## src/rtl/muldiv_pkg.sv

```systemverilog
// ============================================================================
//  Module   : muldiv_pkg
//  Brief    : Shared types, constants and op-decode helpers for muldiv_unit
//  Revision : 1.0 - initial release
// ============================================================================
`default_nettype none

package muldiv_pkg;

  // funct3 encoding of the RV32M ops
  typedef enum logic [2:0] {
    OP_MUL    = 3'd0,
    OP_MULH   = 3'd1,
    OP_MULHSU = 3'd2,
    OP_MULHU  = 3'd3,
    OP_DIV    = 3'd4,
    OP_DIVU   = 3'd5,
    OP_REM    = 3'd6,
    OP_REMU   = 3'd7
  } op_e;

  typedef enum logic [1:0] {
    S_IDLE = 2'd0,
    S_PREP = 2'd1,
    S_CALC = 2'd2,
    S_DONE = 2'd3
  } state_e;

  localparam logic [31:0] DIV0_QUOT = 32'hFFFF_FFFF;
  localparam logic [31:0] INT_MIN   = 32'h8000_0000;

  function automatic logic is_div(op_e op);
    return op inside {OP_DIV, OP_DIVU, OP_REM, OP_REMU};
  endfunction

  function automatic logic is_rem(op_e op);
    return op inside {OP_REM, OP_REMU};
  endfunction

  // MUL yields the same low word either way; treat it as signed
  function automatic logic is_signed_a(op_e op);
    return op inside {OP_MUL, OP_MULH, OP_MULHSU, OP_DIV, OP_REM};
  endfunction

  function automatic logic is_signed_b(op_e op);
    return op inside {OP_MUL, OP_MULH, OP_DIV, OP_REM};
  endfunction

endpackage

`default_nettype wire

```

## src/rtl/muldiv_if.sv

```systemverilog
// ============================================================================
//  Module   : muldiv_if
//  Brief    : Issue and write-back handshake bundle of the mul/div unit
//  Revision : 1.0 - initial release
// ============================================================================
`default_nettype none

interface muldiv_if #(
  parameter int XLEN = 32
);
  import muldiv_pkg::*;

  logic            in_valid;
  logic            in_ready;
  op_e             in_op;
  logic [4:0]      in_rd;
  logic [XLEN-1:0] in_a;
  logic [XLEN-1:0] in_b;
  logic            out_valid;
  logic            out_ready;
  logic [4:0]      out_rd;
  logic            out_wen;
  logic [XLEN-1:0] out_wdata;

  // Decode / write-back side
  modport master (
    output in_valid, in_op, in_rd, in_a, in_b, out_ready,
    input  in_ready, out_valid, out_rd, out_wen, out_wdata
  );

  // Execution unit side
  modport slave (
    input  in_valid, in_op, in_rd, in_a, in_b, out_ready,
    output in_ready, out_valid, out_rd, out_wen, out_wdata
  );

endinterface

`default_nettype wire

```

## src/rtl/muldiv_step.sv

```systemverilog
// ============================================================================
//  Module   : muldiv_step
//  Brief    : One radix-2 iteration on the 64-bit accumulator.
//             Multiply: {hi,lo} with multiplier in lo; conditional add of the
//             multiplicand into hi, then shift right by one.
//             Divide  : {rem,quot} restoring step; shift left, trial subtract,
//             keep the difference when it does not borrow.
//  Revision : 1.0 - initial release
// ============================================================================
`default_nettype none

module muldiv_step #(
  parameter int XLEN = 32
) (
  input  wire              i_is_div,
  input  wire [XLEN-1:0]   i_opnd,
  input  wire [2*XLEN-1:0] i_acc,
  output logic [2*XLEN-1:0] o_acc
);

  logic [XLEN-1:0] w_hi;
  logic [XLEN-1:0] w_lo;
  logic [XLEN:0]   w_sum;
  logic [XLEN:0]   w_part;
  logic            w_ge;
  logic [XLEN-1:0] w_rem_next;

  assign w_hi = i_acc[2*XLEN-1:XLEN];
  assign w_lo = i_acc[XLEN-1:0];

  // Multiply: carry out of the add becomes the new MSB after the shift
  assign w_sum = {1'b0, w_hi} + (w_lo[0] ? {1'b0, i_opnd} : {(XLEN+1){1'b0}});

  // Divide: partial remainder shifted left with the next dividend bit
  assign w_part     = i_acc[2*XLEN-1:XLEN-1];
  assign w_ge       = (w_part >= {1'b0, i_opnd});
  // When w_ge holds the true difference is below the divisor, so XLEN bits suffice
  assign w_rem_next = w_ge ? (w_part[XLEN-1:0] - i_opnd) : w_part[XLEN-1:0];

  // Select the step flavour for the current op
  always_comb begin
    o_acc = {w_sum, w_lo[XLEN-1:1]};
    if (i_is_div) begin
      o_acc = {w_rem_next, w_lo[XLEN-2:0], w_ge};
    end
  end

endmodule

`default_nettype wire

```

## src/rtl/muldiv_unit.sv

```systemverilog
// ============================================================================
//  Module   : muldiv_unit
//  Brief    : Iterative RV32M multiply/divide unit with valid/ready issue and
//             write-back. FSM IDLE -> PREP -> CALC -> DONE -> IDLE.
//             Optional macro MULDIV_FAST_MUL_EN: multiplies complete in one
//             cycle on a 33x33 signed multiplier (IDLE -> DONE).
//  Revision : 1.0 - initial release
// ============================================================================
`default_nettype none

module muldiv_unit
  import muldiv_pkg::*;
#(
  parameter int XLEN            = 32,
  parameter int STEPS_PER_CYCLE = 1
) (
  input  wire        clk,
  input  wire        reset,
  input  wire        flush,
  muldiv_if.slave    bus,
  output logic       busy
);

  localparam int ITERS = XLEN / STEPS_PER_CYCLE;
  localparam int CNT_W = $clog2(ITERS) + 1;

  state_e                r_state;
  state_e                w_next;
  op_e                   r_op;
  logic [4:0]            r_rd;
  logic [XLEN-1:0]       r_a;
  logic [XLEN-1:0]       r_b;
  logic [XLEN-1:0]       r_opnd;
  logic [XLEN-1:0]       r_wdata;
  logic [2*XLEN-1:0]     r_acc;
  logic                  r_neg_q;
  logic                  r_neg_r;
  logic [CNT_W-1:0]      r_cnt;

  logic                  w_accept;
  logic                  w_is_div;
  logic                  w_a_neg;
  logic                  w_b_neg;
  logic [XLEN-1:0]       w_abs_a;
  logic [XLEN-1:0]       w_abs_b;
  logic                  w_div_zero;
  logic                  w_ovf;
  logic                  w_special;
  logic [XLEN-1:0]       w_special_res;
  logic                  w_last;
  logic [2*XLEN-1:0]     w_step_acc;
  logic [2*XLEN-1:0]     w_fix64;
  logic [XLEN-1:0]       w_quot;
  logic [XLEN-1:0]       w_rem;
  logic [XLEN-1:0]       w_final;
  logic [2*XLEN-1:0]     w_chain [STEPS_PER_CYCLE+1];

  // Handshake and status outputs
  assign bus.in_ready  = (r_state == S_IDLE);
  assign bus.out_valid = (r_state == S_DONE);
  assign bus.out_rd    = r_rd;
  assign bus.out_wen   = (r_state == S_DONE) && (r_rd != 5'd0);
  assign bus.out_wdata = r_wdata;
  assign busy          = (r_state != S_IDLE);

  // A flush in IDLE blocks acceptance of a simultaneously presented op
  assign w_accept = bus.in_valid && (r_state == S_IDLE) && !flush;

  // Operand conditioning, evaluated while in PREP
  assign w_is_div   = is_div(r_op);
  assign w_a_neg    = is_signed_a(r_op) && r_a[XLEN-1];
  assign w_b_neg    = is_signed_b(r_op) && r_b[XLEN-1];
  assign w_abs_a    = w_a_neg ? -r_a : r_a;
  assign w_abs_b    = w_b_neg ? -r_b : r_b;
  assign w_div_zero = w_is_div && (r_b == '0);
  assign w_ovf      = ((r_op == OP_DIV) || (r_op == OP_REM)) &&
                      (r_a == INT_MIN) && (r_b == '1);
  assign w_special  = w_div_zero || w_ovf;

  // Architectural results for divide-by-zero and signed overflow
  always_comb begin
    w_special_res = '0;
    if (w_div_zero) begin
      w_special_res = is_rem(r_op) ? r_a : DIV0_QUOT;
    end else if (w_ovf) begin
      w_special_res = (r_op == OP_DIV) ? INT_MIN : '0;
    end
  end

  // Chain of radix-2 steps evaluated each CALC cycle
  assign w_chain[0] = r_acc;
  generate
    for (genvar gi = 0; gi < STEPS_PER_CYCLE; gi++) begin : g_step
      muldiv_step #(.XLEN(XLEN)) u_step (
        .i_is_div (w_is_div),
        .i_opnd   (r_opnd),
        .i_acc    (w_chain[gi]),
        .o_acc    (w_chain[gi+1])
      );
    end
  endgenerate
  assign w_step_acc = w_chain[STEPS_PER_CYCLE];

  assign w_last  = (r_cnt == CNT_W'(ITERS - 1));
  assign w_fix64 = r_neg_q ? -w_step_acc : w_step_acc;
  assign w_quot  = r_neg_q ? -w_step_acc[XLEN-1:0] : w_step_acc[XLEN-1:0];
  assign w_rem   = r_neg_r ? -w_step_acc[2*XLEN-1:XLEN] : w_step_acc[2*XLEN-1:XLEN];

  // Pick the result word and apply the sign fixup
  always_comb begin
    w_final = w_fix64[XLEN-1:0];
    case (r_op)
      OP_MUL:                      w_final = w_fix64[XLEN-1:0];
      OP_MULH, OP_MULHSU, OP_MULHU: w_final = w_fix64[2*XLEN-1:XLEN];
      OP_DIV, OP_DIVU:             w_final = w_quot;
      OP_REM, OP_REMU:             w_final = w_rem;
      default:                     w_final = w_fix64[XLEN-1:0];
    endcase
  end

`ifdef MULDIV_FAST_MUL_EN
  logic signed [XLEN:0]     w_fa;
  logic signed [XLEN:0]     w_fb;
  logic signed [2*XLEN+1:0] w_fprod;
  logic [XLEN-1:0]          w_fres;

  assign w_fa    = {is_signed_a(bus.in_op) && bus.in_a[XLEN-1], bus.in_a};
  assign w_fb    = {is_signed_b(bus.in_op) && bus.in_b[XLEN-1], bus.in_b};
  assign w_fprod = w_fa * w_fb;
  assign w_fres  = (bus.in_op == OP_MUL) ? w_fprod[XLEN-1:0] : w_fprod[2*XLEN-1:XLEN];
`endif

  // State register
  always_ff @(posedge clk or negedge reset) begin
    if (!reset) begin
      r_state <= S_IDLE;
    end else begin
      r_state <= w_next;
    end
  end

  // Next-state logic; flush overrides every other transition
  always_comb begin
    w_next = r_state;
    case (r_state)
      S_IDLE: begin
        if (w_accept) begin
`ifdef MULDIV_FAST_MUL_EN
          w_next = is_div(bus.in_op) ? S_PREP : S_DONE;
`else
          w_next = S_PREP;
`endif
        end
      end
      S_PREP:  w_next = w_special ? S_DONE : S_CALC;
      S_CALC:  w_next = w_last ? S_DONE : S_CALC;
      S_DONE:  w_next = bus.out_ready ? S_IDLE : S_DONE;
      default: w_next = S_IDLE;
    endcase
    if (flush) begin
      w_next = S_IDLE;
    end
  end

  // Operand latch, iteration datapath and result register
  always_ff @(posedge clk or negedge reset) begin
    if (!reset) begin
      r_op    <= OP_MUL;
      r_rd    <= '0;
      r_a     <= '0;
      r_b     <= '0;
      r_opnd  <= '0;
      r_wdata <= '0;
      r_acc   <= '0;
      r_neg_q <= 1'b0;
      r_neg_r <= 1'b0;
      r_cnt   <= '0;
    end else if (!flush) begin
      case (r_state)
        S_IDLE: begin
          if (w_accept) begin
            r_op <= bus.in_op;
            r_rd <= bus.in_rd;
            r_a  <= bus.in_a;
            r_b  <= bus.in_b;
`ifdef MULDIV_FAST_MUL_EN
            if (!is_div(bus.in_op)) begin
              r_wdata <= w_fres;
            end
`endif
          end
        end
        S_PREP: begin
          // Multiplier (mul) or dividend (div) starts in the low half
          r_acc   <= {{XLEN{1'b0}}, (w_is_div ? w_abs_a : w_abs_b)};
          r_opnd  <= w_is_div ? w_abs_b : w_abs_a;
          r_neg_q <= w_a_neg ^ w_b_neg;
          r_neg_r <= w_a_neg;
          r_cnt   <= '0;
          if (w_special) begin
            r_wdata <= w_special_res;
          end
        end
        S_CALC: begin
          r_acc <= w_step_acc;
          r_cnt <= r_cnt + 1'b1;
          if (w_last) begin
            r_wdata <= w_final;
          end
        end
        default: ;
      endcase
    end
  end

endmodule

`default_nettype wire
```

## src/flat_wrapper.sv

```systemverilog
// flat-port wrapper written by rule: the top's interface ports become plain ports
module muldiv_unit_flat import muldiv_pkg::*;
#(
  parameter int XLEN            = 32,
  parameter int STEPS_PER_CYCLE = 1
)
  (clk, reset, flush, busy, bus_in_valid, bus_in_op, bus_in_rd, bus_in_a, bus_in_b, bus_out_ready, bus_in_ready, bus_out_valid, bus_out_rd, bus_out_wen, bus_out_wdata);
  muldiv_if #(.XLEN(XLEN)) bus_i ();
  input  wire clk;
  input  wire reset;
  input  wire flush;
  output logic busy;
  input wire logic [$bits(bus_i.in_valid)-1:0] bus_in_valid;
  input wire logic [$bits(bus_i.in_op)-1:0] bus_in_op;
  input wire logic [$bits(bus_i.in_rd)-1:0] bus_in_rd;
  input wire logic [$bits(bus_i.in_a)-1:0] bus_in_a;
  input wire logic [$bits(bus_i.in_b)-1:0] bus_in_b;
  input wire logic [$bits(bus_i.out_ready)-1:0] bus_out_ready;
  output wire logic [$bits(bus_i.in_ready)-1:0] bus_in_ready;
  output wire logic [$bits(bus_i.out_valid)-1:0] bus_out_valid;
  output wire logic [$bits(bus_i.out_rd)-1:0] bus_out_rd;
  output wire logic [$bits(bus_i.out_wen)-1:0] bus_out_wen;
  output wire logic [$bits(bus_i.out_wdata)-1:0] bus_out_wdata;
  assign bus_i.in_valid = bus_in_valid;
  assign bus_i.in_op = bus_in_op;
  assign bus_i.in_rd = bus_in_rd;
  assign bus_i.in_a = bus_in_a;
  assign bus_i.in_b = bus_in_b;
  assign bus_i.out_ready = bus_out_ready;
  assign bus_in_ready = bus_i.in_ready;
  assign bus_out_valid = bus_i.out_valid;
  assign bus_out_rd = bus_i.out_rd;
  assign bus_out_wen = bus_i.out_wen;
  assign bus_out_wdata = bus_i.out_wdata;
  muldiv_unit #(.XLEN(XLEN), .STEPS_PER_CYCLE(STEPS_PER_CYCLE)) u_core (.clk(clk), .reset(reset), .flush(flush), .bus(bus_i), .busy(busy));
endmodule
```

## config.mk

```make
export PLATFORM = sky130hd
export DESIGN_NAME = muldiv_unit_flat
export DESIGN_NICKNAME = d
export VERILOG_FILES = /design/src/rtl/muldiv_pkg.sv /design/src/rtl/muldiv_if.sv /design/src/rtl/muldiv_step.sv /design/src/rtl/muldiv_unit.sv /design/src/flat_wrapper.sv
export SDC_FILE = /design/constraint.sdc
export NUM_CORES = 1
export LEC_CHECK = 0
export BUFFER_PORTS_ARGS = -buffer_cell sky130_fd_sc_hd__buf_2
export CAP_MARGIN = 20
export CORE_AREA = 2 2 199 201
export CTS_CLUSTER_DIAMETER = 60
export DETAILED_ROUTE_END_ITERATION = 8
export DIE_AREA = 0 0 201 203
export GPL_TIMING_DRIVEN = 0
export PLACE_DENSITY_LB_ADDON = 0.08
export SYNTH_ARGS = -nofsm -noshare
export SYNTH_HDL_FRONTEND = slang
export SYNTH_SLANG_ARGS = --single-unit
export TNS_END_PERCENT = 30
```

## constraint.sdc

```tcl
create_clock -name clk -period 11.5 [get_ports clk]
set_input_delay 3.45 -clock clk [delete_from_list [all_inputs] [get_ports clk]]
set_output_delay 3.45 -clock clk [all_outputs]
set_load 0.05 [all_outputs]
```

## Yosys cells after proc, flatten, opt, wreduce, memory -nomap -nowiden

Index checks and enable logic that the tools add are counted.

| word-level totals | value |
|---|---|
| bits in registers | 210 |
| input port bits | 77 |
| output and inout port bits | 41 |
| word-level logic and storage cells | 92 |

| cells by class | value |
|---|---|
| $add $sub $neg | 8 |
| magnitude comparators | 1 |
| equality and inequality tests | 16 |
| muxes and demuxes | 26 |
| bitwise operators | 2 |
| reductions and logical operators | 28 |

Operators by type and width:

| kind | number |
|---|---|
| 2-to-1 mux 32 bit | 14 |
| 2-to-1 mux 64 bit | 2 |
| negation 32 bit | 4 |
| case mux 32 bit (4 select lines) | 1 |
| case mux 64 bit (2 select lines) | 1 |
| equality test 32 bit (second input constant) | 2 |
| negation 64 bit | 1 |
| case mux 32 bit (2 select lines) | 1 |
| adder 32 x 33 -> 33 bit | 1 |
| greater-or-equal comparator 33 x 32 -> 1 bit | 1 |
| logical NOT 32 bit | 1 |
| subtractor 32 bit | 1 |
| equality test 3 bit (second input constant) | 4 |
| case mux 6 bit (2 select lines) | 1 |
| nonzero test 5 bit | 2 |
| logical AND 1 bit | 8 |
| case mux 2 bit (4 select lines) | 1 |
| nonzero test 4 bit | 2 |
| adder 6 x 1 -> 6 bit (second input constant) | 1 |
| equality test 3 x 2 -> 1 bit (second input constant) | 2 |
| equality test 6 x 5 -> 1 bit (second input constant) | 1 |
| 2-to-1 mux 2 bit | 3 |
| nonzero test 2 bit | 3 |
| equality test 2 bit (second input constant) | 2 |
| other kinds (16) | 21 |

## Longest topological paths before layout

| logic depth | value |
|---|---|
| depth in word-level cells | 8 |
| mapped depth | 23 |
| gate-level depth less buffers | 20 |

## Modules after synthesis

A second synthesis with hierarchy kept.

| unflattened totals | value |
|---|---|
| cell total of the unflattened synthesis | 2333 |
| area, all modules | 18789.3 um2 |

By module, submodules not included:

| module | times used | cells an instance | area each (um2) | sequential area each (um2) |
|---|---|---|---|---|
| muldiv_unit | 1 | 1627 | 13873.3 | 5255.0 |
| muldiv_step | 1 | 706 | 4916.0 | 0.0 |

## Least setup slack after synthesis

No wires, ideal clock.

| timing path | value |
|---|---|
| path kind | flip-flop to flip-flop |
| start point | register u_core.r_op[2] |
| end point | register u_core.r_wdata[18], in the netlist u_core.bus.out_wdata[18] |
| library setup time | 135 ps |
| data arrival time | 5186 ps |
| required time | 11365 ps |
| slack | 6179 ps |
| stages on the path, launching flop included | 21 |
| buffers on the path | 9 |
| period minus slack after synthesis | 5321 ps |
| path through | dfrtp_1 -> buf_2 -> buf_2 -> buf_2 -> buf_2 -> buf_2 -> buf_2 -> buf_2 -> buf_1 -> buf_1 -> o21ai_0 -> ha_1 -> o21ai_0 -> or4_1 -> or4_1 -> or2_2 -> o41ai_2 -> o21ai_0 -> xnor2_1 -> a221oi_1 -> o31ai_1 |

| on the way | value |
|---|---|
| longest elaborated chain between the ends | 8 |
| elaborated cells between the ends (all ways) | 34 |
| classes of those cells | add/sub (3); eq/ne (8); mux (11); reduce/logical (12) |

RTL lines:

| item | RTL line | text |
|---|---|---|
| start, declared | muldiv_unit.sv:29 | `op_e r_op;` |
| start signal, assigned | muldiv_unit.sv:182 | `r_op <= bus.in_op;` |
| equality test 3 bit, on equally long branches | n/a |  |
| nonzero test 4 bit / logical OR 1 bit (equally long branches) | muldiv_pkg.sv:33, muldiv_unit.sv:76 |  |
| 2-to-1 mux 64 bit / logical AND 1 bit (equally long branches) | muldiv_step.sv:43, muldiv_unit.sv:76 |  |
| negation 64 bit, or another cell as far along | muldiv_unit.sv:105 | `assign w_fix64 = r_neg_q ? -w_step_acc : w_step_acc;` |
| 2-to-1 mux 64 bit, or another cell as far along | muldiv_unit.sv:105 |  |
| case mux 32 bit (4 select lines) / 2-to-1 mux 32 bit (equally long branches) | muldiv_unit.sv:112, muldiv_unit.sv:83 |  |
| 2-to-1 mux 32 bit, on equally long branches | muldiv_unit.sv:207, muldiv_unit.sv:200 |  |
| case mux 32 bit (2 select lines) | muldiv_unit.sv:179 | `case (r_state)` |
| end signal, assigned | muldiv_unit.sv:201 | `r_wdata <= w_special_res;` |
| end signal, assigned | muldiv_unit.sv:208 | `r_wdata <= w_final;` |
| end, declared | muldiv_unit.sv:34 | `logic [XLEN-1:0] r_wdata;` |

Several ways; a longest one is shown, not always the timed one. The select of a mux whose other input is x is not followed.
A chain may end at the register's enable or synchronous reset.

## Worst setup path in the final report

| timing path | value |
|---|---|
| start point | register u_core.r_op[2] |
| end point | register u_core.r_wdata[20], in the netlist u_core.bus.out_wdata[20] |

Same word-level chain as after synthesis.

==> run summary <==
The run finished with clean final reports. After detailed routing, the met2 layer carries roughly 38000 um of wire. In this run the critical register-to-register path is launched from u_core.r_op[2]. The type of the tightest min-delay check is reg -> reg. CTS built an H-tree with a depth of 1. The number of setup violations in the final report is 0. Per report_power, the clock group accounts for about 13% of the total. Clock tree synthesis inserted a total of 29 buffers. The post-route cell area is ~21000 um2. The core outline area is between 30000 and 40000 um2.

For hold timing, the worst endpoint is u_core.bus.out_wdata[0]. Adding up every negative setup slack in the final design gives 0 ns. The clock network latency to the later pin of the worst-skew pair is between 0.5 and 0.6 ns. On the final layout, the worst clock skew is about 0.011 ns. The count of final hold-check violations was 0.

The effective utilization at floorplan came out at 49.8%. The switching power as a share of total power is 55.9%. At the end of the flow, the number of nets in the layout was 2660. The share of final-layout standard cells stronger than drive strength 1 is 14.1%. The startpoint type of the worst setup path is a flip-flop. Across all register-to-register paths, the minimum setup slack is approximately 2.8 ns. The via count of the routed design is 19988. Measured on the finished design, the core utilization comes to 55.5%. The tightest hold path in the finished design has a slack of 0.484 ns. The number of max-cap violations came out at 0.

Dividing the synthesized area by the synthesized cell count gives about 8.1 um2. The maximum operating frequency came out at 115 MHz. The total standard cell area after synthesis came out at about 19000 um2.

In this run the worst path has a maximum fanout of 10. The biggest area contributor in the post-synthesis netlist is sky130_fd_sc_hd__dfrtp_1. The distinct cell type count after synthesis is 100.

The detailed-routing wirelength on met1 is approximately 33000 um. The highest signal layer in the routed design is met4. The via count of the first global-routing pass is between 15000 and 20000. The pre-CTS setup slack is about 3.3 ns. The routability-driven placement congestion ratio is between 1 and 1.5.

The headroom to the max-slew limit came out at between 20% and 30%. After detailed routing, the number of remaining DRC violations is 0. The height of the chip came out at between 200 and 250 um. The part of the Yosys area used for sequential elements came out at a little over a quarter. For this design, the CTS-stage hold fixing added 0 buffers. The wire length of the first global-routing pass came out at about 130000 um. The number of enable flip-flop cells after synthesis is 0. The minimum clock period came out at slightly below 9 ns. For the pin with the worst max-slew slack, the measured transition is roughly 1.2 ns.

The synthesis warning total came out at 0. The length of routed met3 wiring is between 6000 and 7000 um. The final antenna-violating net count is 0. The share of the synthesized area in the top cell type is between 20% and 30%. The aggregate routed wire length is between 80000 and 90000 um. The floorplan has 72 rows.

The remaining global-route overflow is 0. The number of buffers inserted to repair setup after CTS is 0. The combinational cell fraction of total power is 66.5%. The static power due to leakage came out at 9.17 nW. In this run, synthesis produced a sequential element count of 210. The depth of the worst register-to-register path is 21. The largest net degree at the start of global routing is 120.

TritonCTS built the clock tree. The fraction of synthesis flops using an asynchronous set or reset pin came out at 100%. The number of antenna diodes in the final layout is 0. The main flop type after synthesis is sky130_fd_sc_hd__dfrtp_1. The number of antenna violations at the first check in global routing came out at 2.

Dividing the final minimum period by the clock period gives between 70% and 80%. The worst setup path is captured at a flip-flop. STA puts the critical path data arrival time at ~9.1 ns. In this run the power density over the cells is about 320 nW/um2. Synthesis handed over a netlist of ~2400 instances. Including well taps, the total number of placed cells is between 2000 and 3000. After synthesis, the cell types taking the most area are sky130_fd_sc_hd__dfrtp_1, sky130_fd_sc_hd__o21ai_0, sky130_fd_sc_hd__nand2_1.

The post-detailed-route via-to-cell ratio is roughly 6.6. During placement, the flow inserted port buffers numbering roughly 120. The detailed-routing iteration count for the pre-antenna-repair pass came out at 8.

The synthesized netlist net count is roughly 2500. The switching power of the nets is 3.87 mW. The count of cells along the worst hold path is 2. Dividing the detail-routed wire length by the instance count gives 27.7 um. After clock tree synthesis, the clock-pin slew on the worst setup and hold paths is ~0.060 ns.

The critical path is of the reg -> reg type. The detailed router finished its first iteration with roughly 2000 violations. The global router's overall resource usage is ~41%. The horizontal die dimension is 201 um. The area overhead of the layout relative to synthesis is 11.4%. Of the total power, registers draw about a fifth.

The worst register-to-register path ends at u_core.bus.out_wdata[20]. The internal power contribution is ~3.1 mW. The area enclosed by the die boundary came out at between 40000 and 50000 um2. The final total power came out at between 6 and 7 mW. The post-placement cell area is 20400 um2. Once the clock tree was built, the resizer swapped 0 gates to a different size. The cell sitting at the root of the clock tree is a sky130_fd_sc_hd__clkbuf_16. The count of final max-slew check failures came out at 0.

The number of top-level design ports came out at between 100 and 150. The post-route worst setup slack is 2.80 ns. Setup repair after global routing left no endpoint under its margin. The maximum clock path buffer count came out at 3. The TritonCTS sink count is 210. The final standard cell count with taps included and fillers excluded came out at around 3000.

Data on the critical path is required at its endpoint by 11.93 ns. The worst ir drop on vdd is 0.201 mV. The total half-perimeter wirelength after legalization and detailed placement came out at 66600 um.

The hold path startpoint is u_core.bus.out_wdata[0].
[layout by cell type (no fill, tap or decap), drive strengths merged, types with 44 or more instances in the layout]
| cell | count |
|---|---|
| nor3 | 63 |
| and2 | 51 |
| mux2i | 66 |
| nand3 | 52 |
| nand4 | 44 |
| ha | 74 |
| clkbuf | 149 |
| buf | 166 |
| mux2 | 81 |
| nand2 | 293 |
| dfrtp | 210 |
| xor2 | 65 |
| nor2 | 157 |
| inv | 82 |
| xnor2 | 89 |
| o21ai | 238 |
| a21oi | 166 |
[worst max-delay path by stage]
stage	start	endpoint	slack (ns)	depth (start not counted)
finish	u_core.r_op[2]	u_core.bus.out_wdata[20]	2.80	21
floorplan	u_core.r_op[2]	u_core.bus.out_wdata[18]	6.18	20
global placement	reset	u_core.r_acc[61]	3.21	1
CTS	u_core.r_op[2]	u_core.bus.out_wdata[20]	3.29	21
detailed placement	u_core.r_op[2]	u_core.bus.out_wdata[20]	3.35	21
global route	u_core.r_op[2]	u_core.bus.out_wdata[20]	2.84	21
[final cells by class]
| class | count | area [um2] |
|---|---|---|
| well taps | 518 | 648 |
| fillers | 3679 | 17100 |
| plain buffers | 162 | 686 |
| repair buffers | 118 | 623 |
| flip-flops and latches | 210 | 5260 |
| multi-input cells | 1911 | 13000 |
| inverters | 75 | 282 |
| clock inverters | 15 | 141 |
| clock buffers | 35 | 778 |
[Yosys cell counts, drive strengths merged (13+ instances only)]
| master | count |
|---|---|
| a211oi | 13 |
| ha | 74 |
| buf | 48 |
| o31ai | 33 |
| a21o | 29 |
| xor2 | 65 |
| or3 | 14 |
| nand3 | 52 |
| a31oi | 39 |
| xnor2 | 89 |
| nor2b | 13 |
| nor3 | 63 |
| nor2 | 157 |
| clkbuf | 114 |
| a22o | 14 |
| and2 | 51 |
| dfrtp | 210 |
| nor4 | 23 |
| nand2 | 293 |
| nand2b | 17 |
| a21oi | 166 |
| o22ai | 19 |
| mux4 | 27 |
| o21a | 17 |
| o41ai | 18 |
| nand4 | 44 |
| inv | 74 |
| mux2i | 66 |
| o21ai | 238 |
| and3 | 18 |
| mux2 | 81 |
| o211ai | 26 |
[registers in the layout, indices dropped and copies added, names as in the netlist]
signal / count
u_core.bus.out_rd: 5
u_core.r_opnd: 32
u_core.r_neg_q: 1
u_core.r_acc: 64
u_core.r_neg_r: 1
u_core.r_op: 3
u_core.r_state: 2
u_core.r_b: 32
u_core.bus.out_wdata: 32
u_core.r_a: 32
u_core.r_cnt: 6
[cells by family (layout without fill, tap and decap cells)]
group                    Yosys count  in the layout  synth area share [%]
AND/OR/NAND/NOR                  795            795                  20.2
AO/OA/AOI/OAI                    712            712                  23.9
buffers and inverters            237            405                  5.04
flip-flops                       210            210                  27.4
multiplexers                     174            174                  11.4
XOR/XNOR                         154            154                  7.03
adder cells (fa/ha/maj)           76             76                  5.04
[layer usage]
layer | up-vias | track usage [%]
li1 | 8947 | -
met1 | 9607 | 49.9
met2 | 1120 | 66.6
met3 | 314 | 6.18
met4 | 0 | 27.9
met5 | - | 0
[power by group through the flow]
stage | registers [mW] | clock network [mW] | logic, mW
2_1_floorplan | 1.42 | 0 | 2.89
3_3_place_gp | 1.40 | 0 | 4.40
3_5_place_dp | 1.41 | 0 | 4.44
4_1_cts | 1.40 | 0.895 | 4.46
5_1_grt | 1.45 | 0.920 | 4.88
6_report | 1.43 | 0.890 | 4.60
[worst max-delay path, stage by stage (launching register included)]
cell and delay, ns:
sky130_fd_sc_hd__dfrtp_1 0.45, sky130_fd_sc_hd__buf_2 0.36, sky130_fd_sc_hd__buf_2 0.45, sky130_fd_sc_hd__buf_2 0.46, sky130_fd_sc_hd__buf_2 0.42, sky130_fd_sc_hd__buf_2 0.50, sky130_fd_sc_hd__buf_2 0.45, sky130_fd_sc_hd__buf_2 0.43
sky130_fd_sc_hd__buf_1 0.77, sky130_fd_sc_hd__buf_1 0.80, sky130_fd_sc_hd__o21ai_0 0.42, sky130_fd_sc_hd__ha_1 0.32, sky130_fd_sc_hd__o21ai_0 0.25, sky130_fd_sc_hd__nor3_1 0.26, sky130_fd_sc_hd__nand4_1 0.24, sky130_fd_sc_hd__nand2b_1 0.13
sky130_fd_sc_hd__clkbuf_1 0.46, sky130_fd_sc_hd__o41ai_1 0.15, sky130_fd_sc_hd__a211oi_1 0.49, sky130_fd_sc_hd__a31oi_1 0.15, sky130_fd_sc_hd__o21ai_1 0.39, sky130_fd_sc_hd__a31oi_1 0.14
Power figures use the tool's default switching activity.
